**src/rtl/addsub_pkg.sv**
```systemverilog
// -----------------------------------------------------------------------------
// addsub_pkg
// Shared definitions for the chunk-serial adder/subtractor:
//   state_t   FSM state encoding (IDLE, BUSY, DONE)
//   OP_ADD / OP_SUB  op input encodings
//   nzcv_t    packed negative/zero/carry/overflow flag vector
//   overflow_flag()  signed overflow from MSB carry-in / carry-out
// -----------------------------------------------------------------------------
package addsub_pkg;

  typedef enum logic [1:0] {
    IDLE = 2'd0,
    BUSY = 2'd1,
    DONE = 2'd2
  } state_t;

  localparam logic OP_ADD = 1'b0;
  localparam logic OP_SUB = 1'b1;

  typedef struct packed {
    logic n;
    logic z;
    logic c;
    logic v;
  } nzcv_t;

  // Signed overflow: the carry into the MSB disagrees with the carry out of it.
  function automatic logic overflow_flag(input logic carry_msb, input logic carry_out);
    return carry_msb ^ carry_out;
  endfunction

endpackage

```
**src/rtl/addsub_chunk.sv**
```systemverilog
// -----------------------------------------------------------------------------
// addsub_chunk
// Combinational CHUNK-bit add slice used once per cycle by the serial unit.
// Ports:
//   x      [CHUNK-1:0] in   first operand slice
//   y_eff  [CHUNK-1:0] in   second operand slice (already inverted for subtract)
//   cin                in   carry into bit 0 of the slice
//   sum    [CHUNK-1:0] out  slice sum
//   cout               out  carry out of the slice MSB
//   cmsb               out  carry into the slice MSB (for overflow detection)
// -----------------------------------------------------------------------------
module addsub_chunk #(
  parameter int CHUNK = 8
) (
  input  logic [CHUNK-1:0] x,
  input  logic [CHUNK-1:0] y_eff,
  input  logic             cin,
  output logic [CHUNK-1:0] sum,
  output logic             cout,
  output logic             cmsb
);

  logic [CHUNK:0] total_s;

  // Widened add keeps the carry out; the carry into the MSB is recovered
  // from the MSB sum bit since sum = x ^ y ^ carry_in at every position.
  always_comb begin
    total_s = {1'b0, x} + {1'b0, y_eff} + {{CHUNK{1'b0}}, cin};
    sum     = total_s[CHUNK-1:0];
    cout    = total_s[CHUNK];
    cmsb    = total_s[CHUNK-1] ^ x[CHUNK-1] ^ y_eff[CHUNK-1];
  end

endmodule

```
**src/rtl/addsub_serial_unit.sv**
```systemverilog
// -----------------------------------------------------------------------------
// addsub_serial_unit
// Chunk-serial WIDTH-bit adder/subtractor with NZCV flags. One CHUNK-bit slice
// is processed per cycle, LSB first, with a registered inter-chunk carry.
// Build option: define ADDSUB_FLAG_REG_EN to let use_cflag pick the stored C
// flag as carry-in; otherwise use_cflag is ignored.
// Ports:
//   clk, rst_n               clock, async active-low reset
//   a, b [WIDTH-1:0]         operands (sampled on accept)
//   c_in, op, rev, use_cflag carry-in, 0=add/1=sub, operand swap, C-flag select
//   in_valid / in_ready      request handshake (ready only in IDLE)
//   out_valid / out_ready    result handshake
//   s [WIDTH-1:0]            result, n/z/c/v flags (all registered)
// -----------------------------------------------------------------------------
module addsub_serial_unit
  import addsub_pkg::*;
#(
  parameter int WIDTH = 32,
  parameter int CHUNK = 8
) (
  input  logic             clk,
  input  logic             rst_n,
  input  logic [WIDTH-1:0] a,
  input  logic [WIDTH-1:0] b,
  input  logic             c_in,
  input  logic             op,
  input  logic             rev,
  input  logic             use_cflag,
  input  logic             in_valid,
  output logic             in_ready,
  output logic             out_valid,
  input  logic             out_ready,
  output logic [WIDTH-1:0] s,
  output logic             n,
  output logic             z,
  output logic             c,
  output logic             v
);

  localparam int N     = WIDTH / CHUNK;
  localparam int CNT_W = (N > 1) ? $clog2(N) : 1;

  state_t             state_r;
  state_t             state_next_s;
  logic [CNT_W-1:0]   cnt_r;
  logic [WIDTH-1:0]   x_r;
  logic [WIDTH-1:0]   y_r;
  logic               carry_r;
  logic [WIDTH-1:0]   acc_r;
  logic [WIDTH-1:0]   s_r;
  nzcv_t              flags_r;
  logic               out_valid_r;
  logic               in_ready_r;

  logic [WIDTH-1:0]   x_sel_s;
  logic [WIDTH-1:0]   y_sel_s;
  logic [WIDTH-1:0]   y_eff_sel_s;
  logic               cin_sel_s;
  logic               accept_s;
  logic               last_chunk_s;
  int                 base_s;
  logic [CHUNK-1:0]   sum_s;
  logic               cout_s;
  logic               cmsb_s;
  logic [WIDTH-1:0]   result_s;
  nzcv_t              flags_next_s;

  assign in_ready  = in_ready_r;
  assign out_valid = out_valid_r;
  assign s         = s_r;
  assign n         = flags_r.n;
  assign z         = flags_r.z;
  assign c         = flags_r.c;
  assign v         = flags_r.v;

  assign accept_s     = in_valid && in_ready_r;
  assign last_chunk_s = (cnt_r == CNT_W'(N - 1));
  assign base_s       = int'(cnt_r) * CHUNK;

  // Operand routing: optional swap, inversion for subtract, carry-in source.
  always_comb begin
    if (rev) begin
      x_sel_s = b;
      y_sel_s = a;
    end else begin
      x_sel_s = a;
      y_sel_s = b;
    end
    if (op == OP_SUB) begin
      y_eff_sel_s = ~y_sel_s;
    end else begin
      y_eff_sel_s = y_sel_s;
    end
`ifdef ADDSUB_FLAG_REG_EN
    if (use_cflag) begin
      cin_sel_s = flags_r.c;
    end else begin
      cin_sel_s = c_in;
    end
`else
    cin_sel_s = c_in;
`endif
  end

`ifndef ADDSUB_FLAG_REG_EN
  // use_cflag has no effect in this build.
  logic unused_use_cflag_s;
  assign unused_use_cflag_s = use_cflag;
`endif

  addsub_chunk #(
    .CHUNK (CHUNK)
  ) u_chunk (
    .x     (x_r[base_s +: CHUNK]),
    .y_eff (y_r[base_s +: CHUNK]),
    .cin   (carry_r),
    .sum   (sum_s),
    .cout  (cout_s),
    .cmsb  (cmsb_s)
  );

  // Merge the current slice into the partial result and derive final flags;
  // on the last chunk cout/cmsb are the word MSB carries.
  always_comb begin
    result_s                   = acc_r;
    result_s[base_s +: CHUNK]  = sum_s;
    flags_next_s.n             = result_s[WIDTH-1];
    flags_next_s.z             = (result_s == {WIDTH{1'b0}});
    flags_next_s.c             = cout_s;
    flags_next_s.v             = overflow_flag(cmsb_s, cout_s);
  end

  // Next-state logic.
  always_comb begin
    state_next_s = state_r;
    case (state_r)
      IDLE: begin
        if (accept_s) begin
          state_next_s = BUSY;
        end else begin
          state_next_s = IDLE;
        end
      end
      BUSY: begin
        if (last_chunk_s) begin
          state_next_s = DONE;
        end else begin
          state_next_s = BUSY;
        end
      end
      DONE: begin
        if (out_valid_r && out_ready) begin
          state_next_s = IDLE;
        end else begin
          state_next_s = DONE;
        end
      end
      default: state_next_s = IDLE;
    endcase
  end

  // State register.
  always_ff @(posedge clk or negedge rst_n) begin
    if (!rst_n) begin
      state_r <= IDLE;
    end else begin
      state_r <= state_next_s;
    end
  end

  // Datapath, result and handshake registers.
  always_ff @(posedge clk or negedge rst_n) begin
    if (!rst_n) begin
      cnt_r       <= {CNT_W{1'b0}};
      x_r         <= {WIDTH{1'b0}};
      y_r         <= {WIDTH{1'b0}};
      carry_r     <= 1'b0;
      acc_r       <= {WIDTH{1'b0}};
      s_r         <= {WIDTH{1'b0}};
      flags_r     <= '0;
      out_valid_r <= 1'b0;
      in_ready_r  <= 1'b1;
    end else begin
      // in_ready tracks the registered state exactly.
      in_ready_r <= (state_next_s == IDLE);
      case (state_r)
        IDLE: begin
          if (accept_s) begin
            x_r     <= x_sel_s;
            y_r     <= y_eff_sel_s;
            carry_r <= cin_sel_s;
            cnt_r   <= {CNT_W{1'b0}};
            acc_r   <= {WIDTH{1'b0}};
          end
        end
        BUSY: begin
          acc_r   <= result_s;
          carry_r <= cout_s;
          if (last_chunk_s) begin
            s_r         <= result_s;
            flags_r     <= flags_next_s;
            out_valid_r <= 1'b1;
          end else begin
            cnt_r <= cnt_r + CNT_W'(1);
          end
        end
        DONE: begin
          if (out_ready) begin
            out_valid_r <= 1'b0;
          end
        end
        default: begin
          out_valid_r <= 1'b0;
        end
      endcase
    end
  end

endmodule

```
**config.mk**
```make
export PLATFORM = sky130hd
export DESIGN_NAME = addsub_serial_unit
export DESIGN_NICKNAME = d
export VERILOG_FILES = /design/src/rtl/addsub_pkg.sv /design/src/rtl/addsub_chunk.sv /design/src/rtl/addsub_serial_unit.sv
export SDC_FILE = /design/constraint.sdc
export NUM_CORES = 1
export LEC_CHECK = 0
export CAP_MARGIN = 40
export CORE_MARGIN = 2
export CORE_UTILIZATION = 45
export CTS_CLUSTER_DIAMETER = 150
export DETAILED_ROUTE_END_ITERATION = 8
export PLACE_DENSITY = 0.67
export SLEW_MARGIN = 20
export SYNTH_ARGS = -nofsm -noshare
export SYNTH_HDL_FRONTEND = slang
export SYNTH_HIERARCHICAL = 1
export SYNTH_SLANG_ARGS = --single-unit
```
**constraint.sdc**
```tcl
create_clock -name clk -period 5.8 [get_ports clk]
set_input_delay 0.58 -clock clk [delete_from_list [all_inputs] [get_ports clk]]
set_output_delay 0.58 -clock clk [all_outputs]
set_load 0.05 [all_outputs]
```
==> impl_metrics.json, run 1 <==
{
  "synth_top_family_by_area": "compound AO/OA/AOI/OAI gates",
  "synth-async-reset-ratio_pct": 100,
  "syn-num-nets": 810,
  "synth_xor_area_share_pct": 4.75,
  "status": "finished, final reports clean",
  "routedWlPerCell_um": 16.3,
  "required_ns": 6.12,
  "power_density_mw_per_mm2": 636,
  "final_nets": 893,
  "initial_core_util_pct": 45.6,
  "rsz0062_at_grt": "false",
  "ys_seq_area_share_pct": 46.2,
  "n_fill_cell": 1378,
  "initialDrtViolationCount": 377,
  "fp.coreArea_sq_mm": 0.0164,
  "r2r_cells": 13,
  "ys_types": 64,
  "p_int_mw": 3.30,
  "finalCritPeriodShare_pct": 78.0,
  "critPathMaxStageDelay_ns": 0.77,
  "rr_endpoint": "z$_DFFE_PN0P_",
  "worstPathMaxFanout": 11,
  "synth_top_cell_by_area": "dfrtp_1",
  "grt_pass1_wl_mm": 28.5,
  "cts_setup_buffers": 0,
  "p_leak_nw": 4.19,
  "ctsHoldBuffers": 0,
  "numPortBuffers": 108,
  "seqPwrFrac_pct": 26.5,
  "max-vdd-ir-drop_mv": 0.387,
  "synth-main-ff-cell": "dfrtp_1",
  "synth_area_sq_mm": 0.00748,
  "end_kind": "flip-flop",
  "design_area_sq_mm": 0.00932,
  "arrival_ns": 4.85,
  "r2r_slack_ns": 1.28,
  "grt_overflow_total": 0,
  "relSlewSlack_pct": 46.5,
  "placed_area_sq_mm": 0.00866,
  "seq_area_sq_mm": 0.00345,
  "syn_avg_cell_area_sq_um": 10.3,
  "vias": 5583,
  "final.min_clock_period_ns": 4.52,
  "multi_input_area_sq_mm": 0.00369,
  "p_clk_share_pct": 18.8,
  "antenna_found_initial": 0,
  "drc_errors": 0,
  "path_class": "reg2reg",
  "hold_viol_final": 0,
  "die_height_um": 133,
  "drt_first_pass_iters": 4,
  "combPwrFrac_pct": 54.8,
  "ys_warn_count": 6,
  "rows": 47,
  "via_per_inst": 5.38,
  "finalSetupViolCount": 0,
  "clock-sinks": 138,
  "cts_inserted_buffers": 17,
  "hold_path_class": "in2async",
  "syn_inst": 723,
  "htree_levels": 4,
  "yosysMostFrequentCell": "dfrtp_1",
  "synth_top_area_share_pct": 45.8,
  "synthMuxAreaShare_pct": 13.5,
  "cts_tree": "done",
  "clk_transition_reported_paths_ns": 0.06,
  "synth_compound_area_share_pct": 16.2,
  "antenna_left": 0,
  "hold-worst-slack_ns": 0.142,
  "place_hpwl_mm": 12.4,
  "grt_usage_pct": 20.4,
  "grt_pass1_vias": 5569,
  "yosys-top-cells-count": "137 x dfrtp_1, 106 x nand2_1, 92 x o21ai_0",
  "cts_root_buf": "clkbuf_16",
  "power.share.switching_pct": 44.2,
  "ys_top_cells_by_area": "dfrtp_1 46%, mux2i_1 8.6%, o21ai_0 6.2%",
  "clock_latency_ns": 0.43,
  "cp_slowest_cell": "dfrtp_1",
  "grt_max_degree": 80,
  "area_growth_pct": 24.6,
  "synth_seq_cells": 138,
  "dieArea_sq_mm": 0.0177,
  "drv_cap": 0,
  "r2r_start": "cnt_r[0]$_DFFE_PN0P_",
  "fp.dieW_um": 133,
  "ctsResizeCount": 0,
  "diodes": 0,
  "clockBufferDepth": 2,
  "tightest_slew_ns": 0.802,
  "crit_chain": "mux4_2 > fa_1 > fa_1 > a21o_1 > a21oi_1 > or4b_1 > o2111ai_1 > buf_4 > nor3_1 > nand2b_4 > a221oi_2 > o2111ai_1 > o31ai_2",
  "wl_mm": 17.0,
  "layout-drive-gt1-share_pct": 9.90,
  "p_sw_mw": 2.62,
  "gp_congestion": 0.859,
  "yosys.area_share.simple_pct": 11.9,
  "synth_edf_count": 0,
  "start_kind": "flip-flop",
  "max_freq_ghz": 0.221,
  "fin_setup_tns_ns": 0,
  "drv_slew": 0,
  "io_pins": 110,
  "synthAdderAreaFrac_pct": 2.71,
  "finClkSkew_ns": 0.0117
}
## flip-flops by register name, indices dropped and copies added (netlist names)
signal,flops
carry_r,1
v,1
out_valid,1
y_r,32
in_ready,1
cnt_r,2
s,32
acc_r,32
z,1
c,1
x_r,32
state_r,2
## layer usage
layer  GRT usage (%)  part of all wire (%)  vias to the layer above
met5               0                     0                        -
met2            33.1                    49                      129
li1                -                     -                     2741
met1            27.1                    46                     2694
met4            8.24                   1.4                        0
met3            3.98                   3.8                       19
## layout make-up
cell class,instances,area share [%]
clock inverter,6,1.20
inverter,5,0.201
clock buffer,25,5.32
sequential,138,37.1
timing repair buffer,123,13.7
multi-input combinational,521,39.6
tap,220,2.95
## cell families after synthesis
group	Yosys count
adders and majority gates	15
DFF	138
buffers and inverters	64
and+or+nand+nor	186
muxes	81
xor gates and xnor gates	39
AOI/OAI and AO/OA	200
## cells in the final DEF (no fill, tap or decap), drive strengths merged, types with 4 or more instances in the layout
cell / instances
a21oi: 37
a22o: 31
a31oi: 10
and2: 4
buf: 18
clkbuf: 25
clkdlybuf4s50: 105
dfrtp: 137
ha: 13
inv: 5
mux2i: 64
mux4: 16
nand2: 106
nor2: 14
nor2b: 33
nor3: 5
nor4: 5
o21ai: 107
xnor2: 4
xor2: 34
## critical path, delay by kind of cell (launching register included)
family,cells,cell delay [ns]
multiplexers,1,0.63
flip-flops,1,0.77
adder cells (fa/ha/maj),2,0.93
AND/OR/NAND/NOR,3,0.66
buffers and inverters,1,0.21
AO/OA/AOI/OAI,6,1.23
## worst max-delay path by stage
stage	startpoint	end	slack [ns]	cells after the start
2_1_floorplan	cnt_r[0]$_DFFE_PN0P_	z$_DFFE_PN0P_	1.70	13
3_3_place_gp	cnt_r[0]$_DFFE_PN0P_	z$_DFFE_PN0P_	1.43	13
3_5_place_dp	cnt_r[0]$_DFFE_PN0P_	z$_DFFE_PN0P_	1.30	13
4_1_cts	cnt_r[0]$_DFFE_PN0P_	z$_DFFE_PN0P_	1.25	13
5_1_grt	cnt_r[0]$_DFFE_PN0P_	z$_DFFE_PN0P_	0.91	13
6_report	cnt_r[0]$_DFFE_PN0P_	z$_DFFE_PN0P_	1.28	13
## through the flow
stage | utilization, % | total power, mW | instances | worst slack (ns)
after global placement | 52.1 | 4.58 | 998 | 1.43
after CTS | 56.5 | 5.91 | 1035 | 1.25
after detailed placement | 52.8 | 4.79 | 1004 | 1.30
after floorplan | - | 3.92 | 723 | 1.70
after global routing | 56.8 | 6.34 | 1038 | 0.914
final | 56.8 | 5.92 | 1038 | 1.28
## power by group through the flow
stage | Clock [mW] | Sequential [mW] | Combinational (mW)
final | 1.11 | 1.57 | 3.24
after global routing | 1.17 | 1.62 | 3.56
after CTS | 1.13 | 1.59 | 3.19
after detailed placement | 0 | 1.60 | 3.19
after global placement | 0 | 1.58 | 3.01
after floorplan | 0 | 1.77 | 2.14
(Power assumes the default switching activity.)
==> run 2, diff against run 1 <==
--- a/config.mk
+++ b/config.mk
@@ -10,7 +10,7 @@
 export CORE_UTILIZATION = 45
 export CTS_CLUSTER_DIAMETER = 150
 export DETAILED_ROUTE_END_ITERATION = 8
-export PLACE_DENSITY = 0.67
+export PLACE_DENSITY = 0.7
 export SLEW_MARGIN = 20
 export SYNTH_ARGS = -nofsm -noshare
 export SYNTH_HDL_FRONTEND = slang
==> constraint.sdc (replaced) <==
create_clock -name clk -period 3.7 [get_ports clk]
set_input_delay 0.37 -clock clk [delete_from_list [all_inputs] [get_ports clk]]
set_output_delay 0.37 -clock clk [all_outputs]
set_load 0.05 [all_outputs]
==> impl_metrics.json, run 2 (synthesis results as in run 1) <==
{
  "dieArea_sq_mm": 0.0177,
  "diodes": 0,
  "critPathMaxStageDelay_ns": 0.56,
  "cts_tree": "done",
  "vias": 5737,
  "area_growth_pct": 26.0,
  "drv_cap": 0,
  "worstPathMaxFanout": 7,
  "finalCritPeriodShare_pct": 97.2,
  "htree_levels": 4,
  "clock_latency_ns": 0.42,
  "path_class": "reg2reg",
  "finClkSkew_ns": 0.00799,
  "p_total_mw": 9.90,
  "via_per_inst": 5.44,
  "start_kind": "flip-flop",
  "die_height_um": 133,
  "dp_slack_ns": -0.0240,
  "relSlewSlack_pct": 46.6,
  "n_fill_cell": 1359,
  "antenna_left": 0,
  "design_area_sq_mm": 0.00943,
  "initial_core_util_pct": 45.6,
  "placed_area_sq_mm": 0.00873,
  "dp.cells": 1015,
  "grt_pass1_wl_mm": 29.5,
  "hold_path_class": "in2async",
  "final.min_clock_period_ns": 3.60,
  "hold-worst-slack_ns": 0.301,
  "finalSetupViolCount": 0,
  "gp_congestion": 0.872,
  "initialDrtViolationCount": 317,
  "final_cell_mix": "136 x dfrtp_1, 105 x nand2_1, 105 x clkdlybuf4s50_1",
  "crit_chain": "buf_12 > mux4_2 > ha_1 > a211oi_2 > o21bai_1 > a21oi_2 > xnor2_2 > or4_4 > nand2b_4 > a221oi_2 > o2111ai_1 > o31ai_2",
  "drv_slew": 0,
  "grt_usage_pct": 21.2,
  "hold_viol_final": 0,
  "max-vdd-ir-drop_mv": 0.787,
  "cts_inserted_buffers": 17,
  "required_ns": 4.04,
  "clockBufferDepth": 2,
  "cp_slowest_cell": "or4_4",
  "layout-drive-gt1-share_pct": 12.9,
  "postLayoutCoreUtil_pct": 57.4,
  "max_freq_ghz": 0.278,
  "place_hpwl_mm": 13.0,
  "numPortBuffers": 108,
  "wl_mm": 18.2,
  "arrival_ns": 3.93,
  "cts_root_buf": "clkbuf_16",
  "drt_first_pass_iters": 5,
  "stdcell_count": 1054,
  "end_kind": "flip-flop",
  "grt_pass1_vias": 5871,
  "fp.coreArea_sq_mm": 0.0164,
  "p_leak_nw": 4.24,
  "status": "finished, final reports clean",
  "routedWlPerCell_um": 17.2,
  "antenna_found_initial": 0,
  "clock-sinks": 138,
  "final_nets": 909,
  "grt_overflow_total": 0,
  "rows": 47,
  "grt_max_degree": 96,
  "final_common_cell": "dfrtp_1",
  "layout_setup_ws_ns": 0.103,
  "tightest_slew_ns": 0.800,
  "fin_setup_tns_ns": 0,
  "clk_transition_reported_paths_ns": 0.06,
  "power_density_mw_per_mm2": 1050,
  "io_pins": 110,
  "drc_errors": 0,
  "fp.dieW_um": 133
}
-- run 2: where the power goes --
part | total [mW] | internal, mW | switching, mW
registers | 2.49 | 2.08 | 0.407
clock network | 1.66 | 0.989 | 0.668
logic | 5.76 | 2.35 | 3.40
-- run 2: worst max-delay path: cells and delay by family, from the launching register on --
family | cells | cell delay, ns
multiplexers | 1 | 0.55
XOR/XNOR | 1 | 0.12
buffers and inverters | 1 | 0.15
AO/OA/AOI/OAI | 6 | 1.20
flip-flops | 1 | 0.44
AND/OR/NAND/NOR | 2 | 0.71
adder cells (fa/ha/maj) | 1 | 0.35
-- run 2: metal layers --
| layer | routed length [um] | up-vias | GRT usage [%] |
|---|---|---|---|
| met5 | 0 | - | 0 |
| met4 | 415 | 0 | 8.18 |
| met3 | 678 | 28 | 3.75 |
| met2 | 9260 | 157 | 36.8 |
| met1 | 7820 | 2781 | 26.3 |
| li1 | - | 2771 | - |
-- run 2: repair_timing --
item,4_1_cts,5_1_grt
endpoints found under the setup margin,1,1
hold buffers,0,1
gates resized for setup,1,6
buffers inserted,0,6
endpoints found under the hold margin,0,2
pin swaps,0,2
-- run 2: final timing paths --
path | startpoint | endpoint | slack (ns) | cells past startpoint
min in group clk | op | y_r[12]$_DFFE_PN0P_ | 0.43 | 3
max in group asynchronous | rst_n | cnt_r[0]$_DFFE_PN0P_ | 2.78 | 3
worst max register to register | cnt_r[0]$_DFFE_PN0P_ | z$_DFFE_PN0P_ | 0.10 | 12
worst min register to register | s[8]$_DFFE_PN0P_ | s[8]$_DFFE_PN0P_ | 0.48 | 2
worst max-delay path | cnt_r[0]$_DFFE_PN0P_ | z$_DFFE_PN0P_ | 0.10 | 12
worst min-delay path | rst_n | s[29]$_DFFE_PN0P_ | 0.30 | 2
-- run 2: area by class of cell --
class                   count  area, sq um  area share, %
clock inverters            14          149           1.58
inverters                   5         18.8          0.199
repair buffers            139         1380           14.6
flip-flops and latches    138         3460           36.7
well taps                 220          275           2.92
clock buffers              17          425           4.51
multi-input cells         521         3720           39.5
==> run 3, diff against run 2 <==
--- a/config.mk
+++ b/config.mk
@@ -16,3 +16,4 @@
 export SYNTH_HDL_FRONTEND = slang
 export SYNTH_HIERARCHICAL = 1
 export SYNTH_SLANG_ARGS = --single-unit
+export TNS_END_PERCENT = 10
==> results of run 3 <==
Same layout as run 2: the final DEF is identical, and so are final timing and power.
